## config.mk

```make
export PLATFORM = sky130hd
export DESIGN_NAME = bcd_scan_controller
export DESIGN_NICKNAME = d
export VERILOG_FILES = /design/src/rtl/bcd_scan_controller.sv
export SDC_FILE = /design/constraint.sdc
export NUM_CORES = 1
export LEC_CHECK = 0
export CAP_MARGIN = 20
export CORE_UTILIZATION = 46
export CTS_CLUSTER_SIZE = 20
export DETAILED_ROUTE_END_ITERATION = 8
export PLACE_DENSITY = 0.78
export SYNTH_ARGS = -nofsm -noshare
export SYNTH_HDL_FRONTEND = slang
export SYNTH_SLANG_ARGS = --single-unit
```

## constraint.sdc

```tcl
create_clock -name clk -period 4.9 [get_ports clk]
set_input_delay 0.735 -clock clk [delete_from_list [all_inputs] [get_ports clk]]
set_output_delay 0.735 -clock clk [all_outputs]
set_load 0.005 [all_outputs]
```

## src/rtl/bcd_scan_controller.sv

```systemverilog
// Binary-to-BCD converter (shift-add-3, one bit per cycle) with a 4-digit 7-segment scan driver.
// Latency: value accepted at edge k appears on bcd_out with a done pulse after edge k+N+1; one value per N+2 cycles.
// Backpressure: in_ready is high only in IDLE; the display scan is free-running and never stalls.
// Optional feature: define LEADING_ZERO_BLANK_EN to blank leading zero digits (the units digit always shows).
module bcd_scan_controller #(
  parameter int N        = 10,
  parameter int SCAN_DIV = 50000
) (
  input  logic         clk,
  input  logic         rst_n,
  input  logic         in_valid,
  output logic         in_ready,
  input  logic [N-1:0] in_data,
  output logic         done,
  output logic [15:0]  bcd_out,
  output logic [0:6]   seg_n,
  output logic [3:0]   an_n
);

  localparam int CW = $clog2(N + 1);
  localparam int SW = $clog2(SCAN_DIV);

  typedef enum logic [1:0] {
    S_IDLE,
    S_SHIFT,
    S_COMMIT
  } state_t;

  state_t          state_q, state_d;
  logic [N-1:0]    shift_q, shift_d;
  logic [15:0]     scratch_q, scratch_d;
  logic [CW-1:0]   cnt_q, cnt_d;
  logic [15:0]     bcd_q, bcd_d;
  logic            done_q, done_d;
  logic [SW-1:0]   scan_q, scan_d;
  logic [1:0]      idx_q, idx_d;
  logic [15:0]     adj;
  logic [3:0]      digit;
  logic            blank;

  // Add 3 to every nibble that is 5 or more, so the following left shift carries correctly in decimal.
  function automatic logic [15:0] add3(input logic [15:0] v);
    logic [15:0] r;
    r = v;
    for (int i = 0; i < 4; i++) begin
      if (v[4*i +: 4] >= 4'd5) r[4*i +: 4] = v[4*i +: 4] + 4'd3;
    end
    return r;
  endfunction

  // Active-low segment pattern, bit order a..g; anything above 9 is shown blank.
  function automatic logic [0:6] decode(input logic [3:0] d);
    logic [0:6] s;
    case (d)
      4'd0:    s = 7'b0000001;
      4'd1:    s = 7'b1001111;
      4'd2:    s = 7'b0010010;
      4'd3:    s = 7'b0000110;
      4'd4:    s = 7'b1001100;
      4'd5:    s = 7'b0100100;
      4'd6:    s = 7'b0100000;
      4'd7:    s = 7'b0001111;
      4'd8:    s = 7'b0000000;
      4'd9:    s = 7'b0000100;
      default: s = 7'b1111111;
    endcase
    return s;
  endfunction

  // State registers for the converter and the scan driver.
  always_ff @(posedge clk or negedge rst_n) begin
    if (!rst_n) begin
      state_q   <= S_IDLE;
      shift_q   <= '0;
      scratch_q <= '0;
      cnt_q     <= '0;
      bcd_q     <= '0;
      done_q    <= 1'b0;
      scan_q    <= '0;
      idx_q     <= '0;
    end else begin
      state_q   <= state_d;
      shift_q   <= shift_d;
      scratch_q <= scratch_d;
      cnt_q     <= cnt_d;
      bcd_q     <= bcd_d;
      done_q    <= done_d;
      scan_q    <= scan_d;
      idx_q     <= idx_d;
    end
  end

  // Converter FSM: capture, N shift-add-3 steps, then commit to the display buffer.
  always_comb begin
    state_d   = state_q;
    shift_d   = shift_q;
    scratch_d = scratch_q;
    cnt_d     = cnt_q;
    bcd_d     = bcd_q;
    done_d    = 1'b0;
    adj       = add3(scratch_q);
    case (state_q)
      S_IDLE: begin
        if (in_valid) begin
          shift_d   = in_data;
          scratch_d = '0;
          cnt_d     = CW'(N);
          state_d   = S_SHIFT;
        end
      end
      S_SHIFT: begin
        scratch_d = {adj[14:0], shift_q[N-1]};
        shift_d   = {shift_q[N-2:0], 1'b0};
        cnt_d     = cnt_q - 1'b1;
        if (cnt_q == CW'(1)) state_d = S_COMMIT;
      end
      S_COMMIT: begin
        bcd_d   = scratch_q;
        done_d  = 1'b1;
        state_d = S_IDLE;
      end
      default: state_d = S_IDLE;
    endcase
  end

  // Free-running scan: each digit stays lit SCAN_DIV cycles, then the index advances.
  always_comb begin
    scan_d = scan_q + 1'b1;
    idx_d  = idx_q;
    if (scan_q == SW'(SCAN_DIV - 1)) begin
      scan_d = '0;
      idx_d  = idx_q + 1'b1;
    end
  end

  // Select the nibble for the lit digit and decide whether it is a leading zero to blank.
  always_comb begin
    digit = 4'd0;
    blank = 1'b0;
    case (idx_q)
      2'd0: digit = bcd_q[3:0];
      2'd1: digit = bcd_q[7:4];
      2'd2: digit = bcd_q[11:8];
      2'd3: digit = bcd_q[15:12];
      default: digit = 4'd0;
    endcase
`ifdef LEADING_ZERO_BLANK_EN
    case (idx_q)
      2'd1: blank = (bcd_q[15:4] == 12'd0);
      2'd2: blank = (bcd_q[15:8] == 8'd0);
      2'd3: blank = (bcd_q[15:12] == 4'd0);
      default: blank = 1'b0;
    endcase
`else
    blank = 1'b0;
`endif
  end

  assign in_ready = (state_q == S_IDLE);
  assign done     = done_q;
  assign bcd_out  = bcd_q;
  assign an_n     = ~(4'b0001 << idx_q);
  assign seg_n    = blank ? 7'b1111111 : decode(digit);

endmodule

```

======== After elaboration in Yosys (flattened, before gate mapping) ========
Memory sizes are Yosys's and may differ from the RTL's.
Cells that the tools add are included.
storage, ports and cells
  output and inout port bits .............. 29
  ROM bits ................................ 112
  memories ................................ 1
  bits in registers ....................... 67
cells by class
  bitwise logic cells ..................... 1
  $lt $le $gt $ge ......................... 4
  add/sub/neg operators ................... 7
  mux-type cells .......................... 16
  shifts and indexed selects .............. 1
  reduce and logical (&&, ||, !) cells .... 5
  eq/ne operators ......................... 9
memories
  memory            depth  width  rd ports  clocked after Yosys merged registers in  wr ports  RTL line  source
  (name not given)  16     7      1         0                                        0         54        case (d)
operators with widths
  operator               number
  $mux 16                2
  $pmux 16 s2            1
  $pmux 10 s2            1
  $add 16x1->16 const B  1
  $eq 16x16->1 const B   1
  $ge 4x3->1 const B     4
  $mux 4                 4
  $pmux 4 s4             1
  $add 4x2->4 const B    3
  $mux 10                1
  $pmux 4 s2             1
  $eq 2x2->1 const B     3
  $eq 2x1->1 const B     2
  $eq 4x1->1 const B     1
  $logic_not 2->1        2
  $mux 2                 2
  $ne 2x2->1 const B     2
  $not 4->4              1
  $pmux 2 s2             1
  $reduce_and 2->1       2
  $shl 1x2->4 const A    1
  $sub 4x1->4 const B    1
  $add 3x2->3 const B    1
  $mux 3                 1
  3 further kinds        3

======== Depth between registers and ports, before layout ========
  word-level depth ........................ 3
  mapped depth ............................ 9
  mapped depth without buffers ............ 9

======== Worst setup path before layout ========
OpenSTA, ideal clock, no wires.
  path kind ............................... register to output
  start point ............................. register idx_q[0]
  end point ............................... output port seg_n[5] in the netlist's numbering
  slack ................................... 2.300 ns
  path buffers ............................ 0
  stages on the path, launching flop included .. 9
  arrival ................................. 1.865 ns
  cell sequence ........................... dfrtp_1 -> inv_1 -> ha_1 -> mux2i_1 -> inv_1 -> ha_1 -> inv_1 -> mux2i_1 -> a21oi_1
on the way
  cells in the longest elaborated chain, start to end .. 3
RTL lines
  element                                   RTL line  source
  from (decl)                               36        logic [1:0] idx_q, idx_d;
  from (signal assigned)                    89        idx_q <= idx_d;
  $eq 2x2->1, or another cell as far along  140       case (idx_q)
  $pmux 4 s4 (*)                            140
  $mem_v2 16x7 (*)                          n/a
  to (decl)                                 16        output logic [0:6] seg_n,
Mark *: on every way between the ends. The rest lies on a longest branch, timed or not.

======== Worst setup path after layout ========
Same ends and word-level chain as after synthesis.

==> impl_metrics.ini <==
[worst_setup_path]
critPathRequiredTime_ns = 4.16
r2r_cells = 4
arrival_ns = 3.05
startpoint = idx_q[0]
crit_type = register to output pin
crit_path_start_kind = register
end_kind = output pin
worstReg2RegEnd = scratch_q[15]
cp-endpoint = seg_n[5]
r2r_start = state_q[0]
cp_max_fo = 7
r2r_setup_slack_ns = 2.77

[clocking]
holdBufCountCts = 0
postCtsSetupBuffers = 0
cts_max_path_buffers = 2
clock_sinks = 67
cts_tree = built
cts-root-buf = clkbuf_8
ctsHtreeMaxLevel = 3
insertion_delay_ns = 0.35
path_clk_slew_ns = 0.07
cts-buffers-inserted = 9
cts_resized = 0

[worst_hold_path]
min_path_type = register to register

[routing]
routedWlPerCell_um = 14.2
drt_iter0_markers = 162
vias_per_cell = 5.34
drtPass1Iterations = 5
final_antenna_net_count = 0
routed_wl_um = 6720
drc_errors = 0
vias = 2533

[synthesis]
synth_area_um2 = 3450
ys_warn_count = 0
async_reset_ff_frac = 1.00
synth_cell_types = 41
synthesis.nets = 364
yosysSeqAreaShare = 0.487
synth-edff-count = 0
postSynthAreaPerCell_um2 = 10.4
ys.flop_type = dfrtp_1
synth-seq-cells = 67
syn_inst = 330

[finish]
multiInputGateArea_um2 = 1610
drive_gt1_frac = 0.0880
final_cell_mix = dfrtp_1 (67), clkdlybuf4s50_1 (40), o21ai_0 (29)
area_growth_pct = 21.5
antenna_cells = 0
fillers = 600
final_core_util = 0.577
regArea_um2 = 1680
layout.cells.most_common = dfrtp_1
nets = 404

[die]
core.rowCount = 31
die_y_um = 88.6
fp.dieArea_um2 = 7840
core_area_um2 = 7250
start_util = 0.475
die-width_um = 88.6
ios = 42

[power]
power_mw = 2.27
p_leak_nw = 1.89
powerDensity_nw_per_um2 = 543
irDropWorstVdd_v = 0.000236

[sta]
hold_slack_ns = 0.483
final_max_slew_viol_count = 0
worst_pin_slew_ns = 1.01
final-setup-viol-count = 0
max-slew-margin-rel = 0.327
fin_crit_sh = 0.773
clock.fmax_mhz = 264
hold_viol = 0
fin_worst_skew_ns = 0.0111
period_needed_ns = 3.79
rsz0062_at_grt = no
tns_ns = 0

[global_route]
grt_usage = 0.196
grt_overflow_total = 0
grt_max_degree = 68
antenna_found_initial = 0
grt_pass1_wl_um = 11600
grt_pass1_vias = 2511

[place]
place_congestion = 0.785
port_buffers = 41
place_hpwl_um = 4600

[flow_run]
maxCapViolations = 0

[outcome]
status = finished, final reports clean
## cells by family after synthesis
group | synth area share
AND/OR/NAND/NOR | 0.133
AO/OA/AOI/OAI | 0.142
flip-flops | 0.487
buffers and inverters | 0.0472
XOR/XNOR | 0.0534
adder cells (fa/ha/maj) | 0.0763
multiplexers | 0.0621
## final cells by class
cell class	instances	share of cell area
clock buffer	12	0.0395
tap	99	0.0296
inverter	26	0.0233
multi-input combinational	223	0.384
timing repair buffer	43	0.100
sequential	67	0.401
clock inverter	4	0.0227
## worst min-delay path by stage
stage,slack (ns),cells after the start,from,to
6_report,0.48,2,shift_q[7],shift_q[7]
5_1_grt,0.51,1,scan_q[0],scan_q[0]
4_1_cts,0.49,2,shift_q[7],shift_q[7]
3_5_place_dp,0.47,2,shift_q[7],shift_q[7]
3_3_place_gp,0.46,2,shift_q[9],shift_q[9]
2_1_floorplan,0.44,0,rst_n,bcd_out[0]
## worst max-delay path, stage by stage, from the launching register on
cell and delay (ns):
dfrtp_1 0.41, inv_1 0.15, ha_1 0.31, mux2i_1 0.56, inv_1 0.19, ha_1 0.22
inv_1 0.07, mux2i_1 0.07, a21oi_1 0.20, clkdlybuf4s50_1 0.53
## report_power, final
| group | leakage [nW] | switching, mW | internal [mW] |
|---|---|---|---|
| combinational | 0.881 | 0.396 | 0.449 |
| clock | 0.133 | 0.208 | 0.379 |
| sequential | 0.877 | 0.136 | 0.705 |
| total | 1.89 | 0.740 | 1.53 |
## synthesized netlist by cell type, types with 4 or more instances
master / n / area, um2
a21oi_1: 13 / 65.1
a222oi_1: 4 / 40.0
a22oi_1: 8 / 60.1
a32o_1: 5 / 50.1
buf_2: 4 / 20.0
clkbuf_1: 9 / 33.8
dfrtp_1: 67 / 1680
ha_1: 21 / 263
inv_1: 26 / 97.6
mux2_2: 11 / 124
mux2i_1: 9 / 90.1
nand2_1: 28 / 105
nand2b_1: 7 / 43.8
nand3_1: 5 / 25.0
nand4_1: 7 / 43.8
nor2_1: 16 / 60.1
o21ai_0: 29 / 145
o22ai_1: 4 / 25.0
o31ai_1: 4 / 30.0
xnor2_1: 12 / 105
xor2_1: 9 / 78.8
## state kept, by name, indices dropped and copies added, names as in the netlist
signal	cells
done	1
bcd_out	16
state_q	2
idx_q	2
cnt_q	4
shift_q	10
scratch_q	16
scan_q	16
## stage by stage
step	area (um2)	setup WS (ns)	instances
2_1_floorplan	3450	2.30	330
3_3_place_gp	3920	1.66	457
3_5_place_dp	3920	1.49	457
4_1_cts	4180	1.11	473
5_1_grt	4190	0.928	474
6_report	4190	1.11	474
## per-layer routing
metal / up-vias / part of all wire / global-route usage
met5: - / 0 / 0
met4: 0 / 0.019 / 0.0894
met3: 12 / 0.045 / 0.0532
met2: 59 / 0.45 / 0.303
met1: 1220 / 0.48 / 0.258
li1: 1242 / - / -
Power figures use the tool's default switching activity.
